==> config.mk <==
export PLATFORM = sky130hd
export DESIGN_NAME = msx_mem_arbiter
export DESIGN_NICKNAME = d
export VERILOG_FILES = /design/src/rtl/msx_mem_arbiter.sv
export SDC_FILE = /design/constraint.sdc
export NUM_CORES = 1
export LEC_CHECK = 0
export CORE_AREA = 3 3 91 67
export DETAILED_ROUTE_END_ITERATION = 16
export DIE_AREA = 0 0 94 70
export HOLD_SLACK_MARGIN = 0.03
export PLACE_DENSITY = 0.95
export RECOVER_POWER = 50
export SETUP_SLACK_MARGIN = 0.1
export SYNTH_ARGS = -nofsm -noshare
export SYNTH_HDL_FRONTEND = slang
export SYNTH_SLANG_ARGS = --single-unit
==> constraint.sdc <==
create_clock -name clk -period 7.6 [get_ports clk]
set_clock_uncertainty 0.15 [all_clocks]
set_input_delay 1.52 -clock clk [delete_from_list [all_inputs] [get_ports clk]]
set_output_delay 1.52 -clock clk [all_outputs]
set_load 0.03 [all_outputs]
==> src/rtl/msx_mem_arbiter.sv <==
// MSX memory arbiter: shares one single-port 256 KB RAM between Z80 memory cycles
// and the image loader, decodes the primary-slot register and stretches CPU reads with WAIT_n.
module msx_mem_arbiter #(
   parameter int unsigned RD_LAT    = 1,
   parameter logic [17:0] ROM_BASE  = 18'h00000,
   parameter logic [17:0] CART_BASE = 18'h08000,
   parameter logic [17:0] RAM_BASE  = 18'h10000
) (
   input  logic        clk,
   input  logic        reset,
   input  logic [7:0]  slot_sel,
   input  logic [15:0] cpu_addr,
   input  logic [7:0]  cpu_dout,
   input  logic        cpu_mreq_n,
   input  logic        cpu_rd_n,
   input  logic        cpu_wr_n,
   input  logic        cpu_rfsh_n,
   output logic [7:0]  cpu_din,
   output logic        cpu_wait_n,
   input  logic        dl_wr,
   input  logic [17:0] dl_addr,
   input  logic [7:0]  dl_data,
   output logic        dl_ack,
   output logic [17:0] ram_addr,
   output logic [7:0]  ram_din,
   output logic        ram_we,
   input  logic [7:0]  ram_q
);

   localparam logic [1:0] IDLE    = 2'd0;
   localparam logic [1:0] RD_WAIT = 2'd1;
   localparam logic [1:0] DL_WR   = 2'd2;
   localparam logic [1:0] LAT_M1  = 2'(RD_LAT - 1);

   logic [1:0]  state_r;
   logic [1:0]  cnt_r;
   logic        served_r;
   logic        dl_pend_r;
   logic        dl_wr_r;
   logic [1:0]  page_s;
   logic [1:0]  slot_s;
   logic [15:0] cart_off_s;
   logic        mapped_s;
   logic        writable_s;
   logic [17:0] map_addr_s;
   logic        is_read_s;
   logic        cpu_req_s;
   logic        completing_s;

   // Slot decode: page p uses slot_sel[2p+1:2p]; bases are aligned so offsets are ORed in
   always_comb begin
      page_s     = cpu_addr[15:14];
      cart_off_s = cpu_addr - 16'h4000;
      mapped_s   = 1'b0;
      writable_s = 1'b0;
      map_addr_s = 18'h00000;
      case (page_s)
         2'd0:    slot_s = slot_sel[1:0];
         2'd1:    slot_s = slot_sel[3:2];
         2'd2:    slot_s = slot_sel[5:4];
         default: slot_s = slot_sel[7:6];
      endcase
      case (slot_s)
         2'd0: begin
            if (page_s[1] == 1'b0) begin
               mapped_s   = 1'b1;
               map_addr_s = ROM_BASE | {3'b000, cpu_addr[14:0]};
            end else begin
               mapped_s   = 1'b0;
            end
         end
         2'd1: begin
            if (page_s == 2'd1 || page_s == 2'd2) begin
               mapped_s   = 1'b1;
               map_addr_s = CART_BASE | {3'b000, cart_off_s[14:0]};
            end else begin
               mapped_s   = 1'b0;
            end
         end
         2'd3: begin
            mapped_s   = 1'b1;
            writable_s = 1'b1;
            map_addr_s = RAM_BASE | {2'b00, cpu_addr};
         end
         default: mapped_s = 1'b0;
      endcase
   end

   // Request qualification; WAIT_n must react in the same cycle, so it stays combinational
   always_comb begin
      is_read_s = ~cpu_rd_n;
      cpu_req_s = ~reset & ~cpu_mreq_n & cpu_rfsh_n & (~cpu_rd_n | ~cpu_wr_n) & ~served_r;
      case (state_r)
         IDLE:    completing_s = ~(is_read_s & mapped_s);
         RD_WAIT: completing_s = (cnt_r == 2'd0);
         default: completing_s = 1'b0;
      endcase
   end

   assign cpu_wait_n = ~(cpu_req_s & ~completing_s);

   // Arbitration state machine and registered RAM / CPU / loader outputs
   always_ff @(posedge clk or posedge reset) begin
      if (reset) begin
         state_r   <= IDLE;
         cnt_r     <= 2'd0;
         served_r  <= 1'b0;
         dl_pend_r <= 1'b0;
         dl_wr_r   <= 1'b0;
         ram_addr  <= 18'h00000;
         ram_din   <= 8'h00;
         ram_we    <= 1'b0;
         cpu_din   <= 8'hFF;
         dl_ack    <= 1'b0;
      end else begin
         ram_we  <= 1'b0;
         dl_ack  <= 1'b0;
         dl_wr_r <= dl_wr;
         case (state_r)
            IDLE: begin
               if (cpu_req_s) begin
                  if (is_read_s) begin
                     if (mapped_s) begin
                        ram_addr <= map_addr_s;
                        cnt_r    <= LAT_M1;
                        state_r  <= RD_WAIT;
                     end else begin
                        cpu_din  <= 8'hFF;
                        served_r <= 1'b1;
                     end
                  end else begin
                     if (writable_s) begin
                        ram_addr <= map_addr_s;
                        ram_din  <= cpu_dout;
                        ram_we   <= 1'b1;
                     end else begin
                        ram_we   <= 1'b0;
                     end
                     served_r <= 1'b1;
                  end
               end else if (dl_pend_r) begin
                  ram_addr <= dl_addr;
                  ram_din  <= dl_data;
                  ram_we   <= 1'b1;
                  state_r  <= DL_WR;
               end else begin
                  state_r  <= IDLE;
               end
            end
            RD_WAIT: begin
               if (cnt_r == 2'd0) begin
                  cpu_din  <= ram_q;
                  served_r <= 1'b1;
                  state_r  <= IDLE;
               end else begin
                  cnt_r    <= cnt_r - 2'd1;
               end
            end
            DL_WR: begin
               dl_ack  <= 1'b1;
               state_r <= IDLE;
            end
            default: state_r <= IDLE;
         endcase
         // End of the CPU cycle re-arms the next request; a late read completion cannot block it
         if (cpu_mreq_n) begin
            served_r <= 1'b0;
         end
         if (dl_wr && !dl_wr_r) begin
            dl_pend_r <= 1'b1;
         end else if (state_r == DL_WR) begin
            dl_pend_r <= 1'b0;
         end else begin
            dl_pend_r <= dl_pend_r;
         end
      end
   end

endmodule
# After elaboration in Yosys (flattened, before gate mapping)

Index checks and enable logic that the tools add are counted.

Bits of input ports: 73
Output and inout port bits: 37
Logic and storage cells: 113
Register bits: 43

Add/subtract/negate cells: 2
Bitwise gates (word level): 15
Equal/unequal tests: 21
Mux-type cells: 48
Reductions and logical operators: 17

Operator list:

| operator                                             | number |
|---|---|
| two-way mux 18 bit                                   | 5 |
| two-way mux 8 bit                                    | 8 |
| case mux 17 bit (3 select lines)                     | 1 |
| two-way mux 2 bit                                    | 9 |
| != test 3 bit (second input constant)                | 6 |
| two-way mux 1 bit                                    | 16 |
| two-way mux 16 bit                                   | 1 |
| != test 2 bit (second input constant)                | 8 |
| case mux 8 bit (2 select lines)                      | 1 |
| two-way mux 15 bit                                   | 1 |
| subtractor 15 bit (second input constant)            | 1 |
| AND reduction 4 bit                                  | 3 |
| AND reduction 5 bit                                  | 2 |
| zero test 2 bit                                      | 4 |
| NOT 1 bit                                            | 8 |
| case mux 2 bit (2 select lines)                      | 2 |
| AND 1 bit                                            | 6 |
| equality test 2 x 1 -> 1 bit (second input constant) | 3 |
| equality test 2 bit (second input constant)          | 3 |
| case mux 2 bit (3 select lines)                      | 1 |
| nonzero test 2 bit                                   | 3 |
| != test 4 bit (second input constant)                | 1 |
| case mux 1 bit (2 select lines)                      | 2 |
| case mux 1 bit (3 select lines)                      | 1 |
| other kinds (7)                                      | 7 |

# Logic depth before layout (Yosys ltp)

Depth after elaboration: 10
Gate-level depth with buffers: 9
Depth with buffers taken out: 7

# Worst setup path before layout

No wires, ideal clock.

Kind: input to output
From: in cpu_addr[14]
To: out cpu_wait_n
Buffers on the path: 2
Stages: 9
Data required time: 5930 ps
Arrival: 3223 ps
Path slack: 2707 ps
Path through: inv_1 ha_1 a221o_1 o21a_1 mux2i_1 clkbuf_1 buf_2 o21ai_0 nand3_1

Word-level cells in the longest chain between the ends: 10
Elaborated cells on any way between the ends: 16
Classes of those cells: 4 x eq/ne; 4 x mux; 5 x bitwise; 3 x reduce/logical

Ends and longest elaborated chain:

| what                                                                       | line   | source |
|---|---|---|
| start: declaration                                                         | 12     | `input logic [15:0] cpu_addr,` |
| equality test 2 bit (tied with other cells)                                | 57, 73 |  |
| case mux 2 bit (3 select lines) / logical OR 1 bit (equally long branches) | 57, 73 |  |
| equality test 2 bit (tied with other cells)                                | 63     | `case (slot_s)` |
| case mux 1 bit (3 select lines) *                                          | 63     |  |
| AND 1 bit *                                                                | 94     | `IDLE: completing_s = ~(is_read_s & mapped_s);` |
| NOT 1 bit *                                                                | 94     |  |
| case mux 1 bit (2 select lines) *                                          | 93     | `case (state_r)` |
| NOT 1 bit *                                                                | 100    | `assign cpu_wait_n = ~(cpu_req_s & ~completing_s);` |
| AND 1 bit *                                                                | 100    |  |
| NOT 1 bit *                                                                | 100    |  |
| end: declaration                                                           | 19     | `output logic cpu_wait_n,` |

Every way passes the cells marked *; elsewhere a longest branch is shown, timed or not.

# Worst setup path in the final report

From: in cpu_addr[15]
To: out cpu_wait_n

Same word-level chain as after synthesis.

==> impl_metrics.toml <==
[logic_synthesis]
synth_area_leaders = "dfrtp_1 37%, dfstp_2 8.9%, nand2_1 8.9%"
synthCells = 239
synth_edf_count = 0
synth_top_area_cell = "dfrtp_1"
ys_warn_count = 0
ys.flop_type = "dfrtp_1"
synth_nets = 317
synth_top_area_frac = 0.371
synthesis.area_sq_mm = 0.00236
synth_cell_types = 42
ys_seq_area_frac = 0.460
yosysMostFrequentCell = "nand2_1"
synth-seq-cells = 43
async_reset_ff_frac = 1.00
synth_common_cells = "56 x nand2_1, 35 x dfrtp_1, 19 x inv_1, 18 x mux2_2, 18 x o21ai_0"
syn_area_per_cell_sq_um = 9.87

[sta]
whs_ns = 0.294
slew_viol_final = 44
rsz0062_at_grt = "no"
finalSetupViolations = 0
fmax_mhz = 169
finalHoldViolCount = 0
worst_slack_ns = 1.69
worst_pin_slew_ns = 2.21
timing.final.crit_period_ns = 5.91
max_slew_margin = -0.472
tns_ns = 0
finalCritPeriodShare = 0.778

[worst_hold_path]
hold_start = "dl_wr_r"
worst_hold_path.endpoint = "dl_pend_r"
holdPathStages = 1
hold_path_class = "flip-flop to flip-flop"

[power_and_ir_drop]
power.leakage_nw = 1.55
vdd_ir_drop_max_v = 0.000200
power_density_mw_per_mm2 = 347
finalPower_mw = 1.24

[layout]
nNetsFinal = 424
design_area_sq_mm = 0.00357
diodes = 0
area_growth_pct = 51.5
post_layout_nonfiller_instances = 419
drive_gt1_frac = 0.144
fin_util = 0.683

[clock_network]
cts_max_path_buffers = 2
cts_buffers = 5
clkLatencyLatePin_ns = 0.29
path_clk_slew_ns = 0.07
htreeDepth = 2
ctsHoldBuffers = 0
cts_resized = 0
cts_tree = "built"
cts_root_buf = "clkbuf_8"
cts.sinks = 43
postCtsSetupBuffers = 0

[routing]
ant_nets = 0
wl_um = 6090
drc = 0
wire_per_inst_um = 14.5
first_iter_violations = 44
first_pass_iters = 4
vias = 2141
via_per_inst = 5.11

[die]
die_h_um = 70
num_rows = 22
initial_core_util = 0.451
dieWidth_um = 94
coreArea_sq_mm = 0.00523
dieArea_sq_mm = 0.00658
ios = 110

[worst_setup_path]
path_buf_inv = 4
r2r_slack_ns = 4.61
critPathLaunch = "cpu_addr[15]"
rr_worst_depth = 6
crit_path_max_incr_delay_ns = 0.70
timing.rr.end = "ram_addr[1]"
worstSetupPathType = "input port to primary output"
path_delay_family = "buffers and inverters"
path_common_cell = "clkdlybuf4s50_1"
required_ns = 5.93
end_kind = "primary output"
startpoint_type = "input port"
crit_path_top_delay_cell = "clkdlybuf4s50_1"
crit_chain = "clkdlybuf4s50_1 > inv_1 > ha_1 > a221o_1 > o21a_1 > mux2i_1 > buf_4 > o21ai_0 > nand3_1 > clkdlybuf4s50_1"
critPathArrivalTime_ns = 4.24
path_max_fanout = 20
r2r-start = "served_r"

[global_route]
gr-usage-all-layers = 0.187
grt_pass1_wl_um = 9830
grt_max_degree = 44
antenna_found_initial = 0
grt_overflow_total = 0
grt_pass1_vias = 2121

[place]
port_buffers = 109
place_ws_ns = 1.72
dp_cells = 411
gp_congestion = 0.764
dpl.hpwl_um = 4660
placed_area_sq_mm = 0.00349

[flow_run]
maxCapViolCount = 1

[outcome]
status = "complete, but fails checks"
violations = "capacitance limit, slew limit"
[per-layer routing]
layer,part of all wire,vias up,track usage
met5,0,-,0
met4,0.0071,0,0.0481
met1,0.42,991,0.232
met3,0.098,4,0.0743
li1,-,1044,-
met2,0.47,102,0.304
[final cells by class]
| type | instances | area (sq um) |
|---|---|---|
| Sequential cell | 43 | 1090 |
| Clock buffer | 6 | 72.6 |
| Tap cell | 72 | 90.1 |
| Multi-Input combinational cell | 165 | 1130 |
| Inverter | 19 | 71.3 |
| Fill cell | 406 | 1660 |
| Timing Repair Buffer | 112 | 1110 |
| Clock inverter | 2 | 12.5 |
[kinds of logic (layout without fill, tap and decap cells)]
kind of cell             after synthesis  in the layout  share of synthesized area
AND/OR/NAND/NOR                       72             72                      0.133
flip-flops                            43             43                      0.460
adder cells (fa/ha/maj)                5              5                     0.0265
AO/OA/AOI/OAI                         58             58                      0.165
buffers and inverters                 31            139                     0.0599
multiplexers                          30             30                      0.156
[worst max-delay path by stage]
stage | to | slack (ns) | cells after the start
after floorplan | cpu_wait_n | 2.71 | 9
after global placement | cpu_wait_n | 1.76 | 10
after detailed placement | cpu_wait_n | 1.72 | 10
after CTS | cpu_wait_n | 1.70 | 10
after global routing | cpu_wait_n | 1.56 | 10
final | cpu_wait_n | 1.69 | 10
[flip-flops by register name (all words and copies together) (netlist names)]
signal	cells
dl_pend_r	1
dl_wr_r	1
dl_ack	1
ram_din	8
ram_addr	18
state_r	2
ram_we	1
served_r	1
cnt_r	2
cpu_din	8
[power by group]
group | total, mW | leakage, nW | internal, mW | switching [mW]
logic | 0.696 | 0.999 | 0.327 | 0.369
clock network | 0.138 | 0.0412 | 0.0642 | 0.0739
registers | 0.407 | 0.507 | 0.346 | 0.0601
[worst reg2reg max path: stages (launching register included)]
cell and delay [ns]:
dfrtp_1 0.39, or4b_4 0.57, a21oi_2 0.15, buf_4 0.32
o211a_1 0.20, a211o_1 0.67, mux2_2 0.43
[layout by cell type (no fill, tap or decap), types with 2 or more instances in the layout]
cell type / netlist / final
mux2_2: 18 / 18
a211oi_1: 4 / 4
inv_1: 19 / 18
a31oi_1: 9 / 9
nor2_1: 5 / 5
nand2_1: 56 / 56
a22o_1: 2 / 2
clkdlybuf4s50_1: 0 / 92
a21oi_1: 2 / 2
buf_4: 0 / 2
o21ai_0: 18 / 18
dlygate4sd3_1: 0 / 17
mux2_4: 9 / 9
o22ai_1: 9 / 9
clkbuf_8: 0 / 5
dfrtp_1: 35 / 35
mux2i_1: 3 / 3
ha_1: 5 / 5
and3_1: 2 / 2
clkbuf_1: 7 / 2
dfstp_2: 8 / 8
Power figures use the tool's default switching activity.
